### src/rtl/fp_pkg.sv
// Shared constants for the FP add/sub back end: field widths, special-value encodings, sum bit positions.
// Latency: n/a (package only).
// Backpressure: n/a (package only).
package fp_pkg;

  localparam int EXPONENT_WIDTH    = 8;
  localparam int SIGNIFICAND_WIDTH = 23;
  localparam int TOTAL_WIDTH       = 1 + EXPONENT_WIDTH + SIGNIFICAND_WIDTH;
  localparam int SUM_WIDTH         = SIGNIFICAND_WIDTH + 6;

  // Low-order sum fields sit at fixed positions regardless of the fraction width
  localparam int SUM_S_BIT    = 0;
  localparam int SUM_R_BIT    = 1;
  localparam int SUM_G_BIT    = 2;
  localparam int SUM_FRAC_LSB = 3;

  // High-order sum fields for the default fraction width
  localparam int SUM_HIDDEN_BIT = SIGNIFICAND_WIDTH + 3;
  localparam int SUM_CARRY_BIT  = SIGNIFICAND_WIDTH + 4;
  localparam int SUM_SIGN_BIT   = SIGNIFICAND_WIDTH + 5;

  // Special-value encodings
  localparam logic [EXPONENT_WIDTH-1:0] EXP_INF = '1;
  localparam logic [EXPONENT_WIDTH-1:0] EXP_NAN = '1;
  localparam logic [TOTAL_WIDTH-1:0] CANONICAL_NAN =
    {1'b0, EXP_NAN, 1'b1, {(SIGNIFICAND_WIDTH-1){1'b0}}};

endpackage

### src/rtl/fp_leading_zero_count.sv
// Leading-zero counter: number of zeros above the most significant set bit (WIDTH when input is zero).
// Latency: combinational, 0 cycles.
// Backpressure: none, pure function of the input.
module fp_leading_zero_count #(
  parameter int WIDTH       = 28,
  parameter int COUNT_WIDTH = $clog2(WIDTH + 1)
) (
  input  logic [WIDTH-1:0]       i_value,
  output logic [COUNT_WIDTH-1:0] o_count
);

  // Scan upward so the highest set bit is the last one to write the count
  always_comb begin
    o_count = COUNT_WIDTH'(WIDTH);
    for (int i = 0; i < WIDTH; i++) begin
      if (i_value[i]) begin
        o_count = COUNT_WIDTH'(WIDTH - 1 - i);
      end
    end
  end

endmodule

### src/rtl/fp_normalize_pack.sv
// FP add/sub back end: sum magnitude, normalise, optional RNE rounding (FP_NORMALIZE_ROUND_EN), pack IEEE result.
// Latency: 2 cycles input to result_o, one beat per cycle.
// Backpressure: both stages hold while valid_o is high and ready_i is low; ready_o mirrors that advance.
module fp_normalize_pack #(
  parameter int EXPONENT_WIDTH    = fp_pkg::EXPONENT_WIDTH,
  parameter int SIGNIFICAND_WIDTH = fp_pkg::SIGNIFICAND_WIDTH,
  parameter int TOTAL_WIDTH       = 1 + EXPONENT_WIDTH + SIGNIFICAND_WIDTH,
  parameter int SUM_WIDTH         = SIGNIFICAND_WIDTH + 6
) (
  input  logic                      clk,
  input  logic                      reset_n,
  input  logic                      valid_i,
  output logic                      ready_o,
  input  logic [SUM_WIDTH-1:0]      significand_i,
  input  logic [EXPONENT_WIDTH-1:0] exponent_i,
  input  logic                      result_is_inf_i,
  input  logic                      result_is_nan_i,
  input  logic                      inf_sign_i,
  output logic                      valid_o,
  input  logic                      ready_i,
  output logic [TOTAL_WIDTH-1:0]    result_o
);
  import fp_pkg::*;

  localparam int MW       = SIGNIFICAND_WIDTH + 5;          // magnitude: carry, hidden, fraction, G, R, S
  localparam int CW       = $clog2(MW + 1);
  localparam int EXW      = EXPONENT_WIDTH + 2;             // signed exponent working width
  localparam int SIGN_BIT = SIGNIFICAND_WIDTH + 5;
  localparam int HID_BIT  = SIGNIFICAND_WIDTH + SUM_FRAC_LSB;
  localparam int MANT_W   = SIGNIFICAND_WIDTH + 1;          // hidden + fraction
  localparam int RW       = MANT_W + 1;                     // plus rounding carry-out

  localparam logic signed [EXW-1:0] EXP_ZERO_S = '0;
  localparam logic signed [EXW-1:0] EXP_ONES_S = EXW'((1 << EXPONENT_WIDTH) - 1);

  // ---------------- flow control ----------------
  logic w_advance;
  logic r_out_vld;
  logic [TOTAL_WIDTH-1:0] r_result;

  assign w_advance = ~r_out_vld | ready_i;
  assign ready_o   = w_advance;
  assign valid_o   = r_out_vld;
  assign result_o  = r_result;

  // ---------------- stage A: magnitude and leading-zero count ----------------
  logic                 w_sum_sign;
  logic [SUM_WIDTH-1:0] w_mag_full;
  logic [MW-1:0]        w_mag;
  logic [CW-1:0]        w_lzc;

  assign w_sum_sign = significand_i[SIGN_BIT];
  assign w_mag_full = w_sum_sign ? -significand_i : significand_i;
  assign w_mag      = w_mag_full[MW-1:0];

  fp_leading_zero_count #(
    .WIDTH       (MW),
    .COUNT_WIDTH (CW)
  ) u_lzc (
    .i_value (w_mag),
    .o_count (w_lzc)
  );

  logic                      r_a_vld;
  logic                      r_a_sign;
  logic [MW-1:0]             r_a_mag;
  logic [CW-1:0]             r_a_lzc;
  logic [EXPONENT_WIDTH-1:0] r_a_exp;
  logic                      r_a_nan;
  logic                      r_a_inf;
  logic                      r_a_inf_sign;

  // Stage A register: only the valid bit needs a reset, data is qualified by it
  always_ff @(posedge clk) begin
    if (!reset_n) begin
      r_a_vld <= 1'b0;
    end else if (w_advance) begin
      r_a_vld      <= valid_i;
      r_a_sign     <= w_sum_sign;
      r_a_mag      <= w_mag;
      r_a_lzc      <= w_lzc;
      r_a_exp      <= exponent_i;
      r_a_nan      <= result_is_nan_i;
      r_a_inf      <= result_is_inf_i;
      r_a_inf_sign <= inf_sign_i;
    end
  end

  // ---------------- stage B: normalise, round, pack ----------------
  logic [MW-1:0]            w_norm;
  logic [CW-1:0]            w_lshift;
  logic signed [EXW-1:0]    w_exp_norm;
  logic                     w_round_inc;
  logic [MANT_W-1:0]        w_mant;
  logic [RW-1:0]            w_round;
  logic [SIGNIFICAND_WIDTH-1:0] w_frac;
  logic signed [EXW-1:0]    w_exp_fin;
  logic [TOTAL_WIDTH-1:0]   w_result;
  logic                     w_unused;

  // Bring the hidden bit to its nominal position: carry set shifts right, otherwise shift left
  always_comb begin
    w_norm     = '0;
    w_lshift   = '0;
    w_exp_norm = '0;
    if (r_a_lzc == '0) begin
      // The bit dropped off the bottom must survive as sticky
      w_norm            = {1'b0, r_a_mag[MW-1:1]};
      w_norm[SUM_S_BIT] = r_a_mag[1] | r_a_mag[0];
      w_exp_norm        = EXW'(r_a_exp) + EXW'(1);
    end else begin
      w_lshift   = r_a_lzc - CW'(1);
      w_norm     = r_a_mag << w_lshift;
      w_exp_norm = EXW'(r_a_exp) - EXW'(w_lshift);
    end
  end

`ifdef FP_NORMALIZE_ROUND_EN
  assign w_round_inc = w_norm[SUM_G_BIT] &
                       (w_norm[SUM_R_BIT] | w_norm[SUM_S_BIT] | w_norm[SUM_FRAC_LSB]);
  assign w_unused    = ^{w_mag_full[SIGN_BIT], w_norm[MW-1]};
`else
  assign w_round_inc = 1'b0;
  assign w_unused    = ^{w_mag_full[SIGN_BIT], w_norm[MW-1],
                         w_norm[SUM_G_BIT], w_norm[SUM_R_BIT], w_norm[SUM_S_BIT]};
`endif

  assign w_mant  = w_norm[HID_BIT:SUM_FRAC_LSB];
  assign w_round = {1'b0, w_mant} + RW'(w_round_inc);
  // A rounding carry-out means the mantissa became 10.000..., so renormalise by one
  assign w_frac    = w_round[MANT_W] ? w_round[MANT_W-1:1] : w_round[MANT_W-2:0];
  assign w_exp_fin = w_exp_norm + EXW'(w_round[MANT_W]);

  // Special values first, then exponent range limits, then the ordinary packed result
  always_comb begin
    w_result = '0;
    if (r_a_nan) begin
      w_result = {1'b0, {EXPONENT_WIDTH{1'b1}}, 1'b1, {(SIGNIFICAND_WIDTH-1){1'b0}}};
    end else if (r_a_inf) begin
      w_result = {r_a_inf_sign, {EXPONENT_WIDTH{1'b1}}, {SIGNIFICAND_WIDTH{1'b0}}};
    end else if (r_a_mag == '0) begin
      w_result = '0;
    end else if (w_exp_fin >= EXP_ONES_S) begin
      w_result = {r_a_sign, {EXPONENT_WIDTH{1'b1}}, {SIGNIFICAND_WIDTH{1'b0}}};
    end else if (w_exp_fin <= EXP_ZERO_S) begin
      w_result = {r_a_sign, {EXPONENT_WIDTH{1'b0}}, {SIGNIFICAND_WIDTH{1'b0}}};
    end else begin
      w_result = {r_a_sign, w_exp_fin[EXPONENT_WIDTH-1:0], w_frac};
    end
  end

  // Output register: result only updates on a real beat so it stays stable between beats
  always_ff @(posedge clk) begin
    if (!reset_n) begin
      r_out_vld <= 1'b0;
      r_result  <= '0;
    end else if (w_advance) begin
      r_out_vld <= r_a_vld;
      if (r_a_vld) begin
        r_result <= w_result;
      end
    end
  end

endmodule

### config.mk
export PLATFORM = sky130hd
export DESIGN_NAME = fp_normalize_pack
export DESIGN_NICKNAME = d
export VERILOG_FILES = /design/src/rtl/fp_pkg.sv /design/src/rtl/fp_leading_zero_count.sv /design/src/rtl/fp_normalize_pack.sv
export SDC_FILE = /design/constraint.sdc
export NUM_CORES = 1
export LEC_CHECK = 0
export CORE_ASPECT_RATIO = 0.75
export CORE_MARGIN = 2
export CORE_UTILIZATION = 30
export DETAILED_ROUTE_END_ITERATION = 8
export GPL_TIMING_DRIVEN = 0
export PLACE_DENSITY_LB_ADDON = 0.12
export SETUP_SLACK_MARGIN = 0.02
export SLEW_MARGIN = 0
export SYNTH_ARGS = -nofsm -noshare
export SYNTH_HDL_FRONTEND = slang
export SYNTH_SLANG_ARGS = --single-unit
### constraint.sdc
create_clock -name clk -period 5.7 [get_ports clk]
set_clock_uncertainty 0.2 [all_clocks]
set_input_delay 0.57 -clock clk [delete_from_list [all_inputs] [get_ports clk]]
set_output_delay 0.57 -clock clk [all_outputs]
set_load 0.02 [all_outputs]
==> impl_results.md <==
- Status: complete, no violations
- GRT met3 Usage: 0.0225
- Remaining Overflow, GRT: 0
- YS warnings: 0
- Slew Viols, Final: 0
- Max_cap viols: 0
- Clock network fraction of design power: 0.348
- Final wirelength: 17300 µm
- Sink Count: 79
- Largest fanout on the critical path: 19
- Most common flop cell mapped by yosys: edfxtp_1
- M1 GR Usage: 0.266
- Die Wd: 163 µm
- Slew HR: 0.426
- Io pins: 78
- EDFF count, synth: 45
- Register area share after synthesis: 0.357
- Pleak: 2.48 nW
- # placed instances: 955
- Diodes inserted: 0
- Initial core utilization: 0.307
- Final Hold Viols: 0
- Gp weighted congestion: 0.932
- Layout Utilization: 0.386
- Clock Latency Late Sink: 0.34 ns
- #FFs+latches synth: 79
- Peak VDD IR: 0.152 mV
- Distinct cell type count after synthesis: 73
- Layer with the highest usage: met2
- Total CTS buffers: 9
- # rows: 43
- Final period util: 0.920
- H-tree Lvls: 3
- Nets: 771
- Final setup margin: 0.455 ns
- Post-DP Area: 6800 µm²
- DP HPWL: 14100 µm
- Gr usage total: 0.178
- Actual slew at the worst max-slew pin: 0.859 ns
- Vias in the first global route: 4940
- Routed wire length per instance: 17.8 µm
- CP startpoint kind: flip-flop
- Part of the power in combinational logic: 0.299
- Sw Share: 0.314
- RSZ-0062 raised after global routing: no
- Sw power: 0.617 mW
- Die height: 123 µm
- Critical path arrival: 5.33 ns
- Non-Filler Instances: 969
- Place WS: -0.698 ns
- Crit end category: flip-flop
- Critical Path RT: 5.78 ns
- Routed via count: 5244
- Drt pass-1 iters: 4
- Final Power: 1.97 mW
- Setup-failing EPs final: 0
- Pin count of the biggest net entering global routing: 43
- Layout cells sized above 1: 0.0970
- Sequential fraction of design power: 0.353
- Initial antenna violation count: 0
- Final Cell Area: 7160 µm²
- Area growth syn-to-layout: 25.7%
- Die ar.: 20100 µm²
- Post-Synthesis Net Count: 684
- Hold buffers post-CTS: 0
- Async S/R FF share, synth: 0
- Setup CP Type: reg -> reg
- Final critical-path required period: 5.25 ns
- Port Buffers: 77
- P_int: 1.35 mW
- Hold Path Class: reg -> reg
- Core footprint: 18600 µm²
- CTS tree: done
- First-pass GRT wire length: 27600 µm
- Worst-path clk slew: 0.06 ns
- DRC Markers: 0
- Root buffer cell: clkbuf_16
- Fmax: 191 MHz
- Synth Area per Inst: 9.04 µm²
- Met2 usage: 0.267
- PD cells: 275 nW/µm²
- Initial DRC Count: 431
- Vias per inst: 5.41
- Postcts setup bufs: 0
- Synthesized cell area: 5700 µm²
- Cells after Synth: 630
- Clk buf depth: 2
- Antenna-violating nets left: 0
Yosys cell counts (all sizes together) (3+ instances only):
cell type / count / share of area
a31o: 3 / 0.0046
xor2: 16 / 0.025
o31ai: 17 / 0.024
mux2: 4 / 0.0079
o41ai: 5 / 0.011
edfxtp: 45 / 0.24
nor4: 13 / 0.015
xnor2: 16 / 0.026
a22o: 19 / 0.029
mux4: 13 / 0.051
dfxtp: 34 / 0.12
mux2i: 13 / 0.023
clkbuf: 29 / 0.019
a21boi: 3 / 0.0040
o211ai: 7 / 0.0092
nand3: 8 / 0.0070
ha: 9 / 0.020
inv: 23 / 0.015
and2: 6 / 0.0066
a211oi: 13 / 0.017
a31oi: 8 / 0.0099
and3: 3 / 0.0033
nand2b: 10 / 0.011
a311oi: 4 / 0.0061
a21oi: 39 / 0.034
nor2: 37 / 0.026
nor2b: 9 / 0.0099
nor3: 19 / 0.018
o21ai: 56 / 0.051
nand4: 6 / 0.0077
buf: 5 / 0.0061
or4: 6 / 0.0099
a32o: 6 / 0.011
o21a: 4 / 0.0053
or3: 9 / 0.012
nand2: 85 / 0.056
or2: 3 / 0.0033
metal layers:
metal	vias up	wire length, µm
li1	2577	-
met1	2478	8960
met2	174	7290
met3	15	847
met4	0	197
met5	-	0
cell usage in the layout, fill, tap and decap left out, types with 17 or more instances in the layout:
| master | n |
|---|---|
| dfxtp_1 | 34 |
| a22o_1 | 19 |
| clkbuf_1 | 25 |
| nand2_1 | 85 |
| o21ai_0 | 51 |
| a21oi_1 | 39 |
| clkdlybuf4s50_1 | 77 |
| nor2_1 | 36 |
| nor3_1 | 17 |
| inv_1 | 19 |
| edfxtp_1 | 45 |
stage by stage:
step | setup TNS, ns | hold WS, ns
after floorplan | 0 | 0.264
after global placement | -13.71 | 0.261
after detailed placement | -14.35 | 0.264
after CTS | 0 | 0.277
after global routing | 0 | 0.294
final | 0 | 0.271
power by group through the flow:
stage / Clock (mW) / Combinational (mW) / Sequential, mW
4_1_cts: 0.697 / 0.587 / 0.690
5_1_grt: 0.724 / 0.644 / 0.698
3_5_place_dp: 0 / 0.585 / 0.702
2_1_floorplan: 0 / 0.385 / 0.692
3_3_place_gp: 0 / 0.584 / 0.702
6_report: 0.685 / 0.589 / 0.694
critical path, cell delays in order, from the launching register on:
cell and delay, ns:
edfxtp_1 0.60, buf_4 0.38, inv_1 0.12, ha_1 0.27
xor2_1 0.41, inv_1 0.26, clkbuf_1 0.33, ha_1 0.41
nor2b_1 0.16, o31a_1 0.28, o31ai_1 0.25, xor2_1 0.33
nor4_1 0.10, and3_1 0.19, nor3_2 0.28, clkbuf_1 0.41
a22o_1 0.19
layout make-up:
| type | count | area, µm² |
|---|---|---|
| buffer | 32 | 143 |
| clock buffer | 9 | 225 |
| clock inverter | 7 | 135 |
| fill | 1879 | 11400 |
| inverter | 23 | 86.3 |
| multi-input combinational | 494 | 3440 |
| sequential | 79 | 2030 |
| tap | 247 | 309 |
| timing repair buffer | 78 | 791 |
repair_timing:
action / 4_1_cts / 5_1_grt
gates resized for setup: 2 / 5
endpoints found under the setup margin: 26 / 20
cloned: 0 / 0
state kept, by name (all words and copies together), names as in the netlist:
| signal | count |
|---|---|
| r_a_exp | 8 |
| r_a_sign | 1 |
| r_a_inf | 1 |
| r_a_nan | 1 |
| r_a_lzc | 5 |
| r_a_vld | 1 |
| valid_o | 1 |
| r_a_mag | 28 |
| result_o | 32 |
| r_a_inf_sign | 1 |
worst paths after layout:
kind	endpoint	from	slack, ns	cells after the start
min	result_o[2]$_SDFFE_PN0P_	result_o[2]$_SDFFE_PN0P_	0.27	1
max	result_o[6]$_SDFFE_PN0P_	r_a_lzc[0]$_SDFFCE_PP0P_	0.45	16
min reg2reg	result_o[2]$_SDFFE_PN0P_	result_o[2]$_SDFFE_PN0P_	0.27	1
max reg2reg	result_o[6]$_SDFFE_PN0P_	r_a_lzc[0]$_SDFFCE_PP0P_	0.45	16
cells by family after synthesis:
family	count (synthesis)	synth area share
XOR/XNOR	32	0.0505
AO/OA/AOI/OAI	200	0.248
flip-flops	79	0.357
AND/OR/NAND/NOR	222	0.199
buffers and inverters	57	0.0404
adder cells (fa/ha/maj)	10	0.0233
multiplexers	30	0.0821
(Power assumes the default switching activity.)
